==> src/rtl/button_event.sv <==
// Button event detector: turns a debounced level into press/release/long-press/auto-repeat
// pulses, with a held level and a wrapping press counter. All outputs are registered.
module button_event #(
  parameter int unsigned LONG_CYCLES   = 2_000_000,
  parameter int unsigned REPEAT_CYCLES = 400_000
) (
  input  logic       clk,
  input  logic       reset,
  input  logic       btn_level,
  output logic       press_pulse,
  output logic       release_pulse,
  output logic       long_press_pulse,
  output logic       repeat_pulse,
  output logic       held,
  output logic [7:0] press_count
);

  localparam logic [20:0] LongLast   = 21'(LONG_CYCLES - 1);
  localparam logic [20:0] RepeatLast = 21'(REPEAT_CYCLES - 1);

  typedef enum logic [1:0] {StIdle, StPressed, StLongHeld} state_e;

  state_e      state_q, state_d;
  logic [20:0] cnt_q, cnt_d;
  logic        prev_q;
  logic        press_q, press_d;
  logic        release_q, release_d;
  logic        long_q, long_d;
  logic        rpt_q, rpt_d;
  logic        held_q, held_d;
  logic [7:0]  count_q, count_d;

  // State register; prev_q resets high so a button held through reset is not a press.
  always_ff @(posedge clk) begin
    if (reset) begin
      state_q   <= StIdle;
      cnt_q     <= '0;
      prev_q    <= 1'b1;
      press_q   <= 1'b0;
      release_q <= 1'b0;
      long_q    <= 1'b0;
      rpt_q     <= 1'b0;
      held_q    <= 1'b0;
      count_q   <= '0;
    end else begin
      state_q   <= state_d;
      cnt_q     <= cnt_d;
      prev_q    <= btn_level;
      press_q   <= press_d;
      release_q <= release_d;
      long_q    <= long_d;
      rpt_q     <= rpt_d;
      held_q    <= held_d;
      count_q   <= count_d;
    end
  end

  // Release is tested first so it wins over a threshold reached on the same edge.
  always_comb begin
    state_d = state_q;
    cnt_d   = cnt_q;
    unique case (state_q)
      StIdle: begin
        if (btn_level && !prev_q) begin
          state_d = StPressed;
          cnt_d   = '0;
        end
      end
      StPressed: begin
        if (!btn_level) begin
          state_d = StIdle;
          cnt_d   = '0;
        end else if (cnt_q == LongLast) begin
          state_d = StLongHeld;
          cnt_d   = '0;
        end else begin
          cnt_d = cnt_q + 21'd1;
        end
      end
      StLongHeld: begin
        if (!btn_level) begin
          state_d = StIdle;
          cnt_d   = '0;
        end else if (cnt_q == RepeatLast) begin
          cnt_d = '0;
        end else begin
          cnt_d = cnt_q + 21'd1;
        end
      end
      default: begin
        state_d = StIdle;
        cnt_d   = '0;
      end
    endcase
  end

  always_comb begin
    press_d   = (state_q == StIdle) && (state_d == StPressed);
    release_d = (state_q != StIdle) && (state_d == StIdle);
    long_d    = (state_q == StPressed) && (state_d == StLongHeld);
    rpt_d     = (state_q == StLongHeld) && btn_level && (cnt_q == RepeatLast);
    held_d    = (state_d != StIdle);
    count_d   = count_q + {7'd0, press_d};
  end

  assign press_pulse      = press_q;
  assign release_pulse    = release_q;
  assign long_press_pulse = long_q;
  assign repeat_pulse     = rpt_q;
  assign held             = held_q;
  assign press_count      = count_q;

endmodule

==> config.mk <==
export PLATFORM = sky130hd
export DESIGN_NAME = button_event
export DESIGN_NICKNAME = d
export VERILOG_FILES = /design/src/rtl/button_event.sv
export SDC_FILE = /design/constraint.sdc
export NUM_CORES = 1
export LEC_CHECK = 0
export ABC_AREA = 1
export CORE_AREA = 8 8 75 77
export DETAILED_ROUTE_END_ITERATION = 16
export DIE_AREA = 0 0 83 85
export GPL_TIMING_DRIVEN = 0
export HOLD_SLACK_MARGIN = 0.1
export PLACE_DENSITY_LB_ADDON = 0.25
export SKIP_CTS_REPAIR_TIMING = 1
export SLEW_MARGIN = 20
export SYNTH_ARGS = -nofsm -noshare
export SYNTH_HDL_FRONTEND = slang
export SYNTH_SLANG_ARGS = --single-unit
export TNS_END_PERCENT = 100
==> constraint.sdc <==
create_clock -name clk -period 2.1 [get_ports clk]
set_input_delay 0.315 -clock clk [delete_from_list [all_inputs] [get_ports clk]]
set_output_delay 0.315 -clock clk [all_outputs]
set_load 0.03 [all_outputs]
==> results of run 1 <==
## cells in the mapped netlist, types with 2 or more instances
master and count:
sky130_fd_sc_hd__inv_2 2, sky130_fd_sc_hd__nand3_1 37, sky130_fd_sc_hd__nand2_2 6, sky130_fd_sc_hd__xor2_1 8, sky130_fd_sc_hd__buf_2 2, sky130_fd_sc_hd__clkbuf_1 5, sky130_fd_sc_hd__buf_6 2, sky130_fd_sc_hd__inv_1 36
sky130_fd_sc_hd__nand4_1 2, sky130_fd_sc_hd__buf_4 2, sky130_fd_sc_hd__nand2_1 85, sky130_fd_sc_hd__a21oi_1 27, sky130_fd_sc_hd__nor3_1 4, sky130_fd_sc_hd__dfxtp_1 37, sky130_fd_sc_hd__ha_1 7, sky130_fd_sc_hd__nor2_2 7
sky130_fd_sc_hd__o21ai_0 10, sky130_fd_sc_hd__nor2_4 2, sky130_fd_sc_hd__nor2_1 41
## final timing paths
path | from | endpoint | depth (start not counted)
max | cnt_q[0] | press_count[6] | 19
min | btn_level | prev_q | 2
max reg2reg | cnt_q[0] | press_count[6] | 19
min reg2reg | cnt_q[1] | cnt_q[1] | 2
## worst reg2reg max path, stage by stage, from the launching register on
cell and delay [ns]:
sky130_fd_sc_hd__dfxtp_4 0.36, sky130_fd_sc_hd__ha_4 0.17, sky130_fd_sc_hd__nand2_4 0.08, sky130_fd_sc_hd__inv_4 0.05
sky130_fd_sc_hd__nand2_4 0.06, sky130_fd_sc_hd__nor2_4 0.04, sky130_fd_sc_hd__nand3_2 0.09, sky130_fd_sc_hd__nand2_1 0.06
sky130_fd_sc_hd__nand2_1 0.06, sky130_fd_sc_hd__nand2_1 0.06, sky130_fd_sc_hd__nand2_2 0.10, sky130_fd_sc_hd__nand2_2 0.07
sky130_fd_sc_hd__nor2_4 0.13, sky130_fd_sc_hd__ha_4 0.18, sky130_fd_sc_hd__ha_4 0.15, sky130_fd_sc_hd__nand2_4 0.06
sky130_fd_sc_hd__nor3_4 0.19, sky130_fd_sc_hd__nand2_1 0.07, sky130_fd_sc_hd__nand2_1 0.06, sky130_fd_sc_hd__nor2_1 0.05
## state kept, by name, indices dropped and copies added (netlist names)
signal,cells
state_q,2
repeat_pulse,1
press_pulse,1
held,1
release_pulse,1
press_count,8
long_press_pulse,1
prev_q,1
cnt_q,21
## routing by layer
| layer | part of all wire | global-route usage | vias to the layer above |
|---|---|---|---|
| met2 | 0.48 | 0.240 | 37 |
| met3 | 0.036 | 0.0354 | 9 |
| met5 | 0 | 0 | - |
| li1 | - | - | 1090 |
| met1 | 0.47 | 0.176 | 931 |
| met4 | 0.017 | 0.0575 | 0 |
## cell type report
type | instances | share of cell area
Multi-Input combinational cell | 241 | 0.495
Sequential cell | 37 | 0.286
Timing Repair Buffer | 18 | 0.0657
Inverter | 39 | 0.0567
Clock buffer | 6 | 0.0314
Tap cell | 54 | 0.0257
Buffer | 11 | 0.0253
Clock inverter | 2 | 0.0143
## power by group through the flow
stage          clock [uW]  combinational [uW]  sequential [uW]
6_report              659                 105              711
4_1_cts               672                95.2              713
3_5_place_dp            0                94.6              730
3_3_place_gp            0                93.2              729
2_1_floorplan           0                49.6              741
5_1_grt               696                 118              712
## through the flow
stage	hold slack, ns	cells
after floorplan	0.422	328
final	0.355	408
after CTS	0.412	404
after detailed placement	0.484	396
after global routing	0.378	408
after global placement	0.475	396
## cell families after synthesis
family          Yosys count  synth area share
simple gates            187             0.384
buf+inv                  50            0.0999
compound gates           39            0.0935
flops                    37             0.348
xor+xnor                  8            0.0329
fa+ha+maj                 7            0.0412
## cell usage in the layout, fill, tap and decap left out, types with 2 or more instances in the layout
cell and count:
sky130_fd_sc_hd__nand2_1 80, sky130_fd_sc_hd__nor2_1 39, sky130_fd_sc_hd__inv_1 35, sky130_fd_sc_hd__nand3_1 35, sky130_fd_sc_hd__dfxtp_1 32, sky130_fd_sc_hd__a21oi_1 26
sky130_fd_sc_hd__clkdlybuf4s50_1 13, sky130_fd_sc_hd__o21ai_0 9, sky130_fd_sc_hd__nand2_2 8, sky130_fd_sc_hd__xor2_1 8, sky130_fd_sc_hd__buf_4 6, sky130_fd_sc_hd__nor2_2 6
sky130_fd_sc_hd__clkbuf_8 6, sky130_fd_sc_hd__nor2_4 5, sky130_fd_sc_hd__clkbuf_1 5, sky130_fd_sc_hd__nand2_4 3, sky130_fd_sc_hd__nor3_1 3, sky130_fd_sc_hd__ha_1 3
sky130_fd_sc_hd__ha_4 3, sky130_fd_sc_hd__dfxtp_2 3, sky130_fd_sc_hd__inv_2 2, sky130_fd_sc_hd__nand4_1 2, sky130_fd_sc_hd__buf_2 2, sky130_fd_sc_hd__nand3_2 2
sky130_fd_sc_hd__buf_6 2, sky130_fd_sc_hd__dfxtp_4 2
==> results.py, run 1 <==
metrics = {
    "clocking": {
        "clock_sinks": 37,
        "tritoncts": "built",
        "clk_transition_reported_paths_ns": 0.08,
        "cts_root_buf": "sky130_fd_sc_hd__clkbuf_8",
        "tritoncts.num_buffers": 5,
        "htree_num_levels": 2,
        "worstSkewPairLatency_ns": 0.30,
        "cts_max_path_buffers": 2,
    },
    "worst_setup_path": {
        "slowest_stage": "sky130_fd_sc_hd__dfxtp_4",
        "kind_of_start_point_of_the_critical_path": "flop",
        "worst-path-max-fanout": 4,
        "path_class": "reg -> reg",
        "cp_cell_sequence": "ha_4 > nand2_4 > inv_4 > nand2_4 > nor2_4 > nand3_2 > nand2_1 > nand2_1 > nand2_1 > nand2_2 > nand2_2 > nor2_4 > ha_4 > ha_4 > nand2_4 > nor3_4 > nand2_1 > nand2_1 > nor2_1",
        "cp.buffers_inverters": 1,
        "end_kind": "flop",
        "cpPeakStageDelay_ns": 0.36,
        "critical-path-top-delay-family": "simple AND/OR/NAND/NOR gates",
        "crit_top_cell": "sky130_fd_sc_hd__nand2_1",
        "worst_ep_arrival_time_ns": 2.38,
        "r2r_setup_slack_ns": -0.08,
        "critical_path_required_ns": 2.30,
    },
    "pwr": {
        "vdd.ir_drop.worst_uv": 357,
        "switching_power_uw": 347,
        "total_power_uw": 1480,
        "clkPwrFrac": 0.446,
        "seq_power_share": 0.482,
        "power_leakage_uw": 0.00102,
        "comb_power_share": 0.071,
        "netSwitchingFraction": 0.235,
        "intPower_uw": 1130,
        "power_per_cell_area_nw_per_um2": 562,
    },
    "timing": {
        "post-route-period-util": 1.04,
        "relSlewSlack": 0.645,
        "grt_setup_unrepaired": "true",
        "final-max-slew-violation-count": 0,
        "fmax_ghz": 0.459,
        "fin_worst_skew_ns": 0.00669,
        "hold_viol_final": 0,
        "max_slew.worst_pin.slew_ns": 0.533,
        "setup_tns_ns": -0.161,
        "period_minus_slack_ns": 2.18,
        "setup-violations-final": 3,
        "post-route-worst-setup-slack_ns": -0.0794,
    },
    "detailed_routing": {
        "drc": 0,
        "drt_iter0_markers": 115,
        "detail-route-antenna-nets": 0,
        "drt_wl_total_microns": 5100,
        "detailroute.via_count": 2067,
        "detail_route.wl_per_cell_microns": 12.5,
        "firstDrtPassIters": 5,
        "avgViaCountPerCell": 5.07,
    },
    "global_route": {
        "grt_max_degree": 13,
        "grt_pass1_wl_microns": 8740,
        "grt_usage": 0.146,
        "grt_overflow": 0,
        "number_of_antenna_violations_at_the_first_check_in_global_routing": 0,
        "grt_pass1_vias": 1981,
    },
    "synthesis": {
        "synthesis.area_sq_um": 2130,
        "synth.yosys.seq_area_share": 0.348,
        "ys_seq_elements": 37,
        "synthesis.yosys.warnings": 0,
        "synth.net_count": 338,
        "synth.area.top_cells": "sky130_fd_sc_hd__dfxtp_1, sky130_fd_sc_hd__nand2_1, sky130_fd_sc_hd__nand3_1",
        "primary_ff_master_synth": "sky130_fd_sc_hd__dfxtp_1",
        "synth.avg_cell_area_sq_um": 6.49,
        "synthesis.instances": 328,
        "async_flop_share": 0,
        "netlist-cell-type-count": 25,
        "synth-edff-count": 0,
        "yosysTopAreaCellShare": 0.348,
        "top_cell_type_by_total_area_after_synthesis": "sky130_fd_sc_hd__dfxtp_1",
    },
    "cells_and_area": {
        "final_layout_size_suffix_gt1_frac": 0.167,
        "flow.area_growth_from_synthesis_pct": 23.4,
        "seqCellArea_sq_um": 752,
        "multi_input_area_sq_um": 1300,
        "nFillCells": 409,
        "final_antenna_diode_count": 0,
        "nets": 363,
        "post-route-util": 0.579,
        "post_route_cell_area_sq_um": 2630,
    },
    "run_status": {
        "run_status": "finished, violations left",
        "failing_checks": "setup timing",
    },
    "die": {
        "die_height_microns": 85,
        "die_w_microns": 83,
        "effective_utilization_at_floorplan": 0.469,
        "cell_rows": 25,
        "die_ar_sq_um": 7060,
        "core_region_area_sq_um": 4540,
        "pin_count": 16,
    },
    "placed_design": {
        "numPortBuffers": 14,
        "gp_routability_congestion": 0.917,
        "post-dp-hpwl_microns": 3660,
        "pre_cts_slack_ns": -0.541,
        "postPlaceCellArea_sq_um": 2340,
    },
    "job": {
        "timing.max_cap.violations": 0,
    },
    "worst_hold_path": {
        "min-delay-path-class": "in -> reg",
    },
}
Note: power is estimated with default switching activity, not from simulation.
==> run 2: changes to the inputs <==
--- a/config.mk
+++ b/config.mk
@@ -6,11 +6,12 @@
 export NUM_CORES = 1
 export LEC_CHECK = 0
 export ABC_AREA = 1
-export CORE_AREA = 8 8 75 77
+export CORE_AREA = 5 5 75 77
 export DETAILED_ROUTE_END_ITERATION = 16
-export DIE_AREA = 0 0 83 85
+export DIE_AREA = 0 0 80 82
 export GPL_TIMING_DRIVEN = 0
 export HOLD_SLACK_MARGIN = 0.1
+export MAX_ROUTING_LAYER = met4
 export PLACE_DENSITY_LB_ADDON = 0.25
 export SKIP_CTS_REPAIR_TIMING = 1
 export SLEW_MARGIN = 20
==> results.py, run 2 (synthesized netlist as in run 1, its figures left out) <==
metrics = {
    "run_status": {
        "run_status": "finished, violations left",
        "failing_checks": "setup timing",
    },
    "timing": {
        "post-route-period-util": 1.06,
        "setup_tns_ns": -0.294,
        "final-max-slew-violation-count": 0,
        "period_minus_slack_ns": 2.22,
        "setup-violations-final": 4,
        "relSlewSlack": 0.656,
        "fin_worst_skew_ns": 0.00614,
        "max_slew.worst_pin.slew_ns": 0.516,
        "post-route-worst-setup-slack_ns": -0.117,
        "fmax_ghz": 0.451,
        "grt_setup_unrepaired": "true",
        "hold_viol_final": 0,
    },
    "worst_setup_path": {
        "cp_cell_sequence": "inv_2 > ha_4 > nand2_1 > inv_2 > o21ai_2 > a21oi_2 > nand2_1 > nand2_1 > nor2_2 > ha_2 > ha_4 > nand2_4 > nor3_4 > nand2_1 > nand2_1 > nor2_1",
        "worst_ep_arrival_time_ns": 2.41,
        "crit_top_cell": "sky130_fd_sc_hd__nand2_1",
        "worst-path-max-fanout": 4,
        "cpPeakStageDelay_ns": 0.38,
        "kind_of_start_point_of_the_critical_path": "flop",
        "critical-path-top-delay-family": "simple AND/OR/NAND/NOR gates",
        "slowest_stage": "sky130_fd_sc_hd__dfxtp_4",
        "path_class": "reg -> reg",
        "end_kind": "flop",
        "critical_path_required_ns": 2.29,
        "cp.buffers_inverters": 2,
    },
    "global_route": {
        "grt_usage": 0.157,
        "grt_pass1_wl_microns": 7890,
        "grt_pass1_vias": 1773,
        "grt_overflow": 0,
        "grt_max_degree": 12,
        "number_of_antenna_violations_at_the_first_check_in_global_routing": 0,
    },
    "worst_hold_path": {
        "min-delay-path-class": "in -> reg",
    },
    "clocking": {
        "tritoncts.num_buffers": 5,
        "htree_num_levels": 2,
        "tritoncts": "built",
        "worstSkewPairLatency_ns": 0.29,
        "cts_max_path_buffers": 2,
        "cts_root_buf": "sky130_fd_sc_hd__clkbuf_8",
        "clock_sinks": 37,
        "clk_transition_reported_paths_ns": 0.08,
    },
    "cells_and_area": {
        "flow.area_growth_from_synthesis_pct": 22.8,
        "mostFrequentLayoutCell": "sky130_fd_sc_hd__nand2_1",
        "final_cell_count_no_fill": 421,
        "nets": 361,
        "post-route-util": 0.528,
        "layout_common_cells": "sky130_fd_sc_hd__nand2_1, sky130_fd_sc_hd__nor2_1, sky130_fd_sc_hd__nand3_1",
        "final_layout_size_suffix_gt1_frac": 0.174,
        "final_antenna_diode_count": 0,
        "number_of_flip_flops_in_the_largest_register": 21,
        "largest-register": "cnt_q",
    },
    "detailed_routing": {
        "detail_route.wl_per_cell_microns": 11.5,
        "detail-route-antenna-nets": 0,
        "drt_wl_total_microns": 4840,
        "drc": 0,
        "avgViaCountPerCell": 4.74,
        "detailroute.via_count": 1995,
        "firstDrtPassIters": 5,
        "drt_iter0_markers": 113,
    },
    "pwr": {
        "intPower_uw": 1090,
        "power_leakage_uw": 0.00101,
        "netSwitchingFraction": 0.231,
        "total_power_uw": 1410,
        "comb_power_share": 0.072,
        "vdd.ir_drop.worst_uv": 236,
        "switching_power_uw": 327,
        "seq_power_share": 0.503,
        "clkPwrFrac": 0.425,
        "power_per_cell_area_nw_per_um2": 541,
    },
    "die": {
        "die_w_microns": 80,
        "cell_rows": 26,
        "die_ar_sq_um": 6560,
        "die_height_microns": 82,
        "pin_count": 16,
        "core_region_area_sq_um": 4940,
        "effective_utilization_at_floorplan": 0.430,
    },
    "placed_design": {
        "numPortBuffers": 14,
        "post-dp-hpwl_microns": 3440,
        "number_of_cells_in_the_design_after_placement": 412,
        "gp_routability_congestion": 0.870,
    },
    "job": {
        "timing.max_cap.violations": 0,
    },
}
run 2: layout make-up:
type                    count  area, sq um
plain buffers              11         66.3
clock buffers               5         68.8
clock inverters             2         35.0
fillers                   483         2330
inverters                  39          149
multi-input cells         241         1290
flip-flops and latches     37          756
well taps                  70         87.6
repair buffers             16          158
run 2: power by group through the flow:
stage               combinational [uW]  sequential (uW)  clock (uW)
floorplan                         49.6              741           0
global placement                  92.3              729           0
detailed placement                92.4              729           0
CTS                               92.4              713         623
global route                       114              711         647
finish                             102              711         600
run 2: worst paths after layout:
| check | start | end | slack, ns | cells after the start |
|---|---|---|---|---|
| worst max-delay path | state_q[1] | press_count[6] | -0.12 | 16 |
| worst min-delay path | btn_level | prev_q | 0.36 | 2 |
| worst max register to register | state_q[1] | press_count[6] | -0.12 | 16 |
| worst min register to register | cnt_q[1] | cnt_q[1] | 0.50 | 2 |
run 2: per-stage QoR:
stage	setup slack (ns)	cell area (sq um)	hold slack [ns]
2_1_floorplan	0.0286	2130	0.422
3_3_place_gp	-0.555	2360	0.476
3_5_place_dp	-0.543	2360	0.489
4_1_cts	-0.332	2460	0.397
5_1_grt	-0.277	2610	0.385
6_report	-0.117	2610	0.361
run 2: routing by layer:
layer  vias up  part of all wire  wire [microns]  GRT usage
met1       890              0.49            2380      0.202
met2        24              0.46            2250      0.244
li1       1077                 -               -          -
met5         -                 0               0          -
met4         0             0.011              53     0.0574
met3         4             0.033             162     0.0340
==> run 3: changes to the inputs <==
--- a/config.mk
+++ b/config.mk
@@ -6,9 +6,10 @@
 export NUM_CORES = 1
 export LEC_CHECK = 0
 export ABC_AREA = 1
-export CORE_AREA = 5 5 75 77
+export ABC_CLOCK_PERIOD_IN_PS = 2100
+export CORE_AREA = 5 5 86 88
 export DETAILED_ROUTE_END_ITERATION = 16
-export DIE_AREA = 0 0 80 82
+export DIE_AREA = 0 0 91 93
 export GPL_TIMING_DRIVEN = 0
 export HOLD_SLACK_MARGIN = 0.1
 export MAX_ROUTING_LAYER = met4
==> results.py, run 3 (synthesized netlist as in run 1, its figures left out) <==
metrics = {
    "run_status": {
        "run_status": "finished, violations left",
        "failing_checks": "setup timing",
    },
    "worst_setup_path": {
        "cp_cell_sequence": "ha_4 > nand2_4 > inv_4 > nand2_4 > nor2_4 > nand3_4 > nand2_1 > nand2_1 > nand2_1 > nand2_2 > nand2_2 > nor2_2 > ha_2 > ha_4 > nand2_4 > nor3_4 > nand2_1 > nand2_1 > nor2_1",
        "path_class": "reg -> reg",
        "kind_of_start_point_of_the_critical_path": "flop",
        "critical_path_required_ns": 2.29,
        "crit_top_cell": "sky130_fd_sc_hd__nand2_1",
        "worst_ep_arrival_time_ns": 2.35,
        "worst-path-max-fanout": 4,
        "cpPeakStageDelay_ns": 0.34,
        "slowest_stage": "sky130_fd_sc_hd__dfxtp_2",
        "end_kind": "flop",
    },
    "clocking": {
        "clock_sinks": 37,
        "tritoncts": "built",
        "tritoncts.num_buffers": 5,
        "cts_root_buf": "sky130_fd_sc_hd__clkbuf_8",
        "cts_max_path_buffers": 2,
        "clk_transition_reported_paths_ns": 0.08,
        "worstSkewPairLatency_ns": 0.30,
        "htree_num_levels": 2,
    },
    "global_route": {
        "groute.layer.met2.usage": 0.190,
        "grt_pass1_vias": 1786,
        "groute.layer.met3.usage": 0.0249,
        "grt_overflow": 0,
        "grt_pass1_wl_microns": 8180,
        "global_route.usage.met1": 0.153,
        "number_of_antenna_violations_at_the_first_check_in_global_routing": 0,
        "global_route.peak_usage_layer": "met2",
        "grt_max_degree": 13,
        "grt_usage": 0.121,
    },
    "cells_and_area": {
        "post_route_cell_area_sq_um": 2660,
        "final_antenna_diode_count": 0,
        "largest-register": "cnt_q",
        "seqCellArea_sq_um": 747,
        "layout_common_cells": "sky130_fd_sc_hd__nand2_1, sky130_fd_sc_hd__nor2_1, sky130_fd_sc_hd__nand3_1",
        "number_of_flip_flops_in_the_largest_register": 21,
        "nFillCells": 651,
        "mostFrequentLayoutCell": "sky130_fd_sc_hd__nand2_1",
        "multi_input_area_sq_um": 1300,
        "nets": 364,
        "flow.area_growth_from_synthesis_pct": 25.1,
        "final_layout_size_suffix_gt1_frac": 0.183,
    },
    "pwr": {
        "netSwitchingFraction": 0.231,
        "power_per_cell_area_nw_per_um2": 553,
        "clkPwrFrac": 0.444,
        "switching_power_uw": 340,
        "comb_power_share": 0.071,
        "seq_power_share": 0.485,
        "intPower_uw": 1130,
        "power_leakage_uw": 0.00102,
        "vdd.ir_drop.worst_uv": 193,
    },
    "die": {
        "core_region_area_sq_um": 6570,
        "die_ar_sq_um": 8460,
        "cell_rows": 30,
        "effective_utilization_at_floorplan": 0.324,
        "pin_count": 16,
        "die_w_microns": 91,
        "die_height_microns": 93,
    },
    "timing": {
        "period_minus_slack_ns": 2.16,
        "grt_setup_unrepaired": "true",
        "final-max-slew-violation-count": 0,
        "hold_viol_final": 0,
        "fin_worst_skew_ns": 0.00334,
        "post-route-worst-setup-slack_ns": -0.0565,
        "post-route-period-util": 1.03,
        "relSlewSlack": 0.656,
        "max_slew.worst_pin.slew_ns": 0.516,
        "setup-violations-final": 2,
        "fmax_ghz": 0.464,
    },
    "detailed_routing": {
        "detail-route-antenna-nets": 0,
        "detail_route.wl_per_cell_microns": 11.5,
        "detailroute.via_count": 2045,
        "drc": 0,
        "avgViaCountPerCell": 4.70,
        "drt_wl_total_microns": 5000,
        "firstDrtPassIters": 5,
        "drt_iter0_markers": 90,
    },
    "placed_design": {
        "postPlaceCellArea_sq_um": 2370,
        "numPortBuffers": 14,
        "gp_routability_congestion": 0.845,
        "pre_cts_slack_ns": -0.587,
        "post-dp-hpwl_microns": 3670,
    },
    "worst_hold_path": {
        "min-delay-path-class": "in -> reg",
    },
    "job": {
        "timing.max_cap.violations": 0,
    },
}
-- run 3: cell count changes in the layout (fill, tap and decap cells not counted), moves of 2 or more --
cell,delta
sky130_fd_sc_hd__nor2_1,-2
sky130_fd_sc_hd__dfxtp_2,+2
sky130_fd_sc_hd__dfxtp_4,-3
sky130_fd_sc_hd__nor2_2,+3
sky130_fd_sc_hd__buf_4,+3
-- run 3: final cells by class --
type | count | share of cell area
clock buffer | 6 | 0.0310
timing repair buffer | 19 | 0.0677
tap | 80 | 0.0376
inverter | 39 | 0.0559
clock inverter | 2 | 0.0141
sequential | 37 | 0.281
buffer | 11 | 0.0258
multi-input combinational | 241 | 0.487
-- run 3: worst paths after layout --
path / end / slack (ns) / depth (start not counted) / start
max: press_count[6] / -0.06 / 19 / cnt_q[1]
min: prev_q / 0.36 / 2 / btn_level
max reg2reg: press_count[6] / -0.06 / 19 / cnt_q[1]
min reg2reg: cnt_q[1] / 0.50 / 2 / cnt_q[1]
-- run 3: stage by stage --
stage,total power [uW],utilization,hold WS [ns],std cells,setup TNS (ns)
finish,1470,0.405,0.363,435,-0.0985
CTS,1490,0.380,0.410,430,-1.60
detailed placement,824,0.361,0.484,422,-3.12
global route,1540,0.405,0.358,435,-0.789
floorplan,790,-,0.422,328,0
global placement,824,0.361,0.478,422,-3.27
-- run 3: metal layers --
layer / part of all wire / vias to the layer above
li1: - / 1089
met5: 0 / -
met4: 0.016 / 0
met3: 0.031 / 6
met2: 0.47 / 26
met1: 0.48 / 924
-- run 3: power by group through the flow --
| stage | Clock [uW] | Sequential (uW) | Combinational [uW] |
|---|---|---|---|
| global route | 712 | 715 | 116 |
| finish | 653 | 714 | 104 |
| global placement | 0 | 729 | 94.2 |
| detailed placement | 0 | 730 | 94.2 |
| floorplan | 0 | 741 | 49.6 |
| CTS | 683 | 713 | 94.6 |
-- run 3: critical path, delay by kind of cell (launching register included) --
kind | cells | cell delay (ns)
simple gates | 15 | 1.10
flops | 1 | 0.34
fa+ha+maj | 3 | 0.53
buf+inv | 1 | 0.05
==> patch 1: new RTL, settings of run 3 <==
Re-encode `state_e` (3 states) as one-hot, 3 bits wide.
--- a/src/rtl/button_event.sv
+++ b/src/rtl/button_event.sv
@@ -19,5 +19,5 @@
   localparam logic [20:0] RepeatLast = 21'(REPEAT_CYCLES - 1);
 
-  typedef enum logic [1:0] {StIdle, StPressed, StLongHeld} state_e;
+  typedef enum logic [2:0] {StIdle = 3'b001, StPressed = 3'b010, StLongHeld = 3'b100} state_e;
 
   state_e      state_q, state_d;
Check against the original RTL: no difference found for any inputs over 10 cycles, from zero or initial values and one cycle with reset high; not proved beyond that.
==> patch 1 against run 3 <==
Clock power is 20% higher; count of clock-buffer cells in the layout stayed put; sequential cell count is 1 higher; fmax is 18% higher; synthesized area is 5.5% lower; power is 9.8% higher; global-route usage is 0.97 points lower; worst setup slack better by 0.33 ns; routed wire length is 11% lower; sequential power is 2% higher; cell area is 9.4% lower; critical path type unchanged; largest power group is now clock.
==> patch 1: results <==
export IMPL_grt_pass1_vias=1650
export IMPL_pg_seq_uw=730
export IMPL_hp_class="reg -> reg"
export IMPL_grt_use_total=0.112
export IMPL_peakVddDrop_mv=0.302
export IMPL_fin_worst_skew_ns=0.00620
export IMPL_holdPathEnd="cnt_q[1]"
export IMPL_gp_congestion=0.824
export IMPL_worst_pin_slew_ns=0.535
export IMPL_crit_slowest_cell="dfxtp_1"
export IMPL_grt_pass1_wl_mm=7.51
export IMPL_dpl_cell_area_um2=2260
export IMPL_arrival_ns=2.02
export IMPL_cp_max_fo=3
export IMPL_vias_per_cell=4.61
export IMPL_status="finished clean"
export IMPL_p_sw_frac=0.217
export IMPL_reg2reg_from="state_q[0]"
export IMPL_first_pass_iters=4
export IMPL_io_buffers=15
export IMPL_layout_nets=325
export IMPL_drive_gt1_frac=0.125
export IMPL_yosys_top_cells_count="nand2_1 (65), nor2_1 (46), inv_1 (43)"
export IMPL_r2r_cells=13
export IMPL_final_setup_tns_ns=0
export IMPL_num_fill_cells=715
export IMPL_hpwlAfterDp_mm=3.32
export IMPL_hold_start="cnt_q[1]"
export IMPL_regToRegSetupSlack_ns=0.27
export IMPL_place_inst=392
export IMPL_routedWlPerCell_um=11.1
export IMPL_total_power_mw=1.62
export IMPL_synthTopCellsByArea="dfxtp_1 (38%), nand2_1 (12%), nor2_1 (8.6%), inv_1 (8.0%), nand3_1 (6.2%)"
export IMPL_finalNonFillerCells=400
patch 1: cell count changes after synthesis, moves of 3 or more:
cell,run 3,this run
o21ai_0,10,7
nand3_1,37,25
nor2_1,41,46
nand4_1,2,5
nand2_1,85,65
clkbuf_1,5,1
inv_1,36,43
xor2_1,8,4
nor3_1,4,9
ha_1,7,3
a21oi_1,27,16
patch 1: logic make-up after synthesis:
group,share of synthesized area
adders and majority gates,0.0187
xor gates and xnor gates,0.0218
AOI/OAI and AO/OA,0.0597
buffers and inverters,0.0971
and+or+nand+nor,0.424
DFF,0.378
patch 1: cell type report:
cell class                      instances  area, µm²  area share
Buffer                                  4       18.8     0.00778
Clock buffer                            6       82.6      0.0343
Clock inverter                          2       60.1      0.0249
Inverter                               47        176      0.0732
Multi-Input combinational cell        208       1060       0.441
Sequential cell                        38        761       0.316
Tap cell                               80        100      0.0415
Timing Repair Buffer                   15        150      0.0623
patch 1: routing by layer:
metal | GRT usage | vias to the layer above | share of wire
met5 | - | - | 0
met4 | 0.0452 | 0 | 0.012
met3 | 0.0249 | 8 | 0.024
met2 | 0.169 | 23 | 0.46
met1 | 0.144 | 838 | 0.51
li1 | - | 975 | -
patch 1: worst max-delay path by stage:
stage                           from        endpoint  slack [ns]  cells after the start
final                     state_q[0]  press_count[6]        0.27                     13
after global routing      state_q[0]  press_count[6]        0.05                     13
after CTS                 state_q[0]  press_count[6]        0.14                     13
after detailed placement   btn_level  press_count[6]       -0.07                     12
after global placement     btn_level  press_count[6]       -0.05                     12
after floorplan           state_q[0]  press_count[6]        0.35                     13
patch 1: worst register-to-register path, delay by kind of cell, from the launching register on:
| kind | cells | cell delay (ns) |
|---|---|---|
| simple gates | 10 | 0.93 |
| flops | 1 | 0.35 |
| buf+inv | 1 | 0.07 |
| fa+ha+maj | 2 | 0.36 |
==> patch 2: new RTL, settings of run 3 <==
Without the edit above. Change the parameter `LONG_CYCLES` from 2_000_000 to 1_000_000.
--- a/src/rtl/button_event.sv
+++ b/src/rtl/button_event.sv
@@ -2,5 +2,5 @@
 // pulses, with a held level and a wrapping press counter. All outputs are registered.
 module button_event #(
-  parameter int unsigned LONG_CYCLES   = 2_000_000,
+  parameter int unsigned LONG_CYCLES   = 1_000_000,
   parameter int unsigned REPEAT_CYCLES = 400_000
 ) (
Behaviour: no difference found for any inputs over 10 cycles, from zero or initial values and one cycle with reset high; that may be too few to reach the edited logic, so the function may still have changed.
==> patch 2 against run 3 <==
Via count increased by 3.4%; synthesized cell count decreased by 6.1%; sequential cell count unchanged; worst setup slack improved by 0.059 ns; synthesized area decreased by 1.8%; routed wire length increased by 9.4%; clock power decreased by 2%; power increased by 0.64%; cell area increased by 3.6%; worst hold slack improved by 0.10 ns; critical path type unchanged; critical endpoint is now press_count[7].
==> patch 2: results <==
export IMPL_finalCriticalPeriod_ns=2.10
export IMPL_dpl_cell_area_um2=2340
export IMPL_grt_pass1_wl_mm=8.58
export IMPL_grt_pass1_vias=1772
export IMPL_r2r_cells=14
export IMPL_synthTopCellsByArea="dfxtp_1 (35%), nand2_1 (12%), nor2_1 (7.7%), inv_1 (5.9%), a21oi_1 (5.7%)"
export IMPL_critPathCapture="press_count[7]"
export IMPL_p_sw_uw=369
export IMPL_pg_seq_uw=710
export IMPL_yosys_top_cells_count="nand2_1 (68), nor2_1 (43), dfxtp_1 (37)"
export IMPL_yosysSeqAreaShare=0.354
export IMPL_arrival_ns=2.26
export IMPL_cp_max_fo=5
export IMPL_vias=2115
export IMPL_critPathMaxStageDelay_ns=0.39
export IMPL_regToRegSetupSlack_ns=0.003
export IMPL_ant_nets=0
export IMPL_gp_congestion=0.874
export IMPL_reg2reg_from="state_q[1]"
export IMPL_synthDistinctLibCells=32
export IMPL_preCtsSetupSlack_ns=-0.453
export IMPL_fin_worst_skew_ns=0.00916
export IMPL_crit_slowest_cell="dfxtp_4"
export IMPL_layout_nets=358
export IMPL_peakVddDrop_mv=0.447
export IMPL_drive_gt1_frac=0.249
export IMPL_synth_fa_ha_area_frac=0.0419
export IMPL_ys_async_sr_fraction=0
export IMPL_dr_first_iter_drc_count=118
export IMPL_cellLeakagePower_nw=0.956
export IMPL_synth_compound_area_share=0.110
export IMPL_io_buffers=15
export IMPL_finalWirelength_mm=5.47
export IMPL_status="finished clean"
export IMPL_syn_num_nets=318
export IMPL_htreeDepth=2
export IMPL_first_pass_iters=4
export IMPL_drc=0
export IMPL_grt_max_degree=14
export IMPL_cts_buffers=5
export IMPL_cts_root_buf="clkbuf_8"
export IMPL_grt_use_total=0.126
export IMPL_max_slew_margin=0.603
export IMPL_synth_xor_xnor_area_share=0.0126
export IMPL_hpwlAfterDp_mm=3.69
export IMPL_p_comb_frac=0.090
[patch 2: through the flow]
| step | total power, mW | hold WS [ns] | std cells |
|---|---|---|---|
| after floorplan | 0.794 | 0.387 | 308 |
| after detailed placement | 0.832 | 0.495 | 403 |
| after CTS | 1.47 | 0.508 | 411 |
| after global placement | 0.831 | 0.491 | 403 |
| final | 1.48 | 0.465 | 429 |
| after global routing | 1.54 | 0.489 | 429 |
[patch 2: how the worst min path moves through the flow]
stage / end / start / slack [ns] / depth (start not counted)
CTS: cnt_q[20] / cnt_q[20] / 0.51 / 2
floorplan: state_q[1] / reset / 0.39 / 1
global route: repeat_pulse / btn_level / 0.49 / 3
detailed placement: cnt_q[20] / cnt_q[20] / 0.50 / 2
finish: repeat_pulse / btn_level / 0.46 / 3
global placement: cnt_q[5] / cnt_q[5] / 0.49 / 2
[patch 2: kinds of logic after synthesis]
logic type | count (synthesis)
XOR/XNOR | 3
flip-flops | 37
buffers and inverters | 42
adder cells (fa/ha/maj) | 7
AND/OR/NAND/NOR | 178
AO/OA/AOI/OAI | 41
[patch 2: area by class of cell]
| type | count | area (µm²) |
|---|---|---|
| fill | 662 | 3810 |
| multi-input combinational | 229 | 1330 |
| sequential | 37 | 756 |
| timing repair buffer | 33 | 288 |
| inverter | 34 | 133 |
| tap | 80 | 100 |
| clock buffer | 5 | 68.8 |
| clock inverter | 3 | 46.3 |
| buffer | 8 | 42.5 |
[patch 2: worst min-delay path, stage by stage]
cell and delay, ns:
dlymetal6s2s_1 0.21, nand2_2 0.14, nor3_1 0.06
[patch 2: metal layers]
layer  vias up  routed length, µm  track usage
li1       1086                  -            -
met1       982               2650        0.171
met2        42               2580        0.192
met3         5                169       0.0241
met4         0                 68       0.0367
met5         -                  0            -
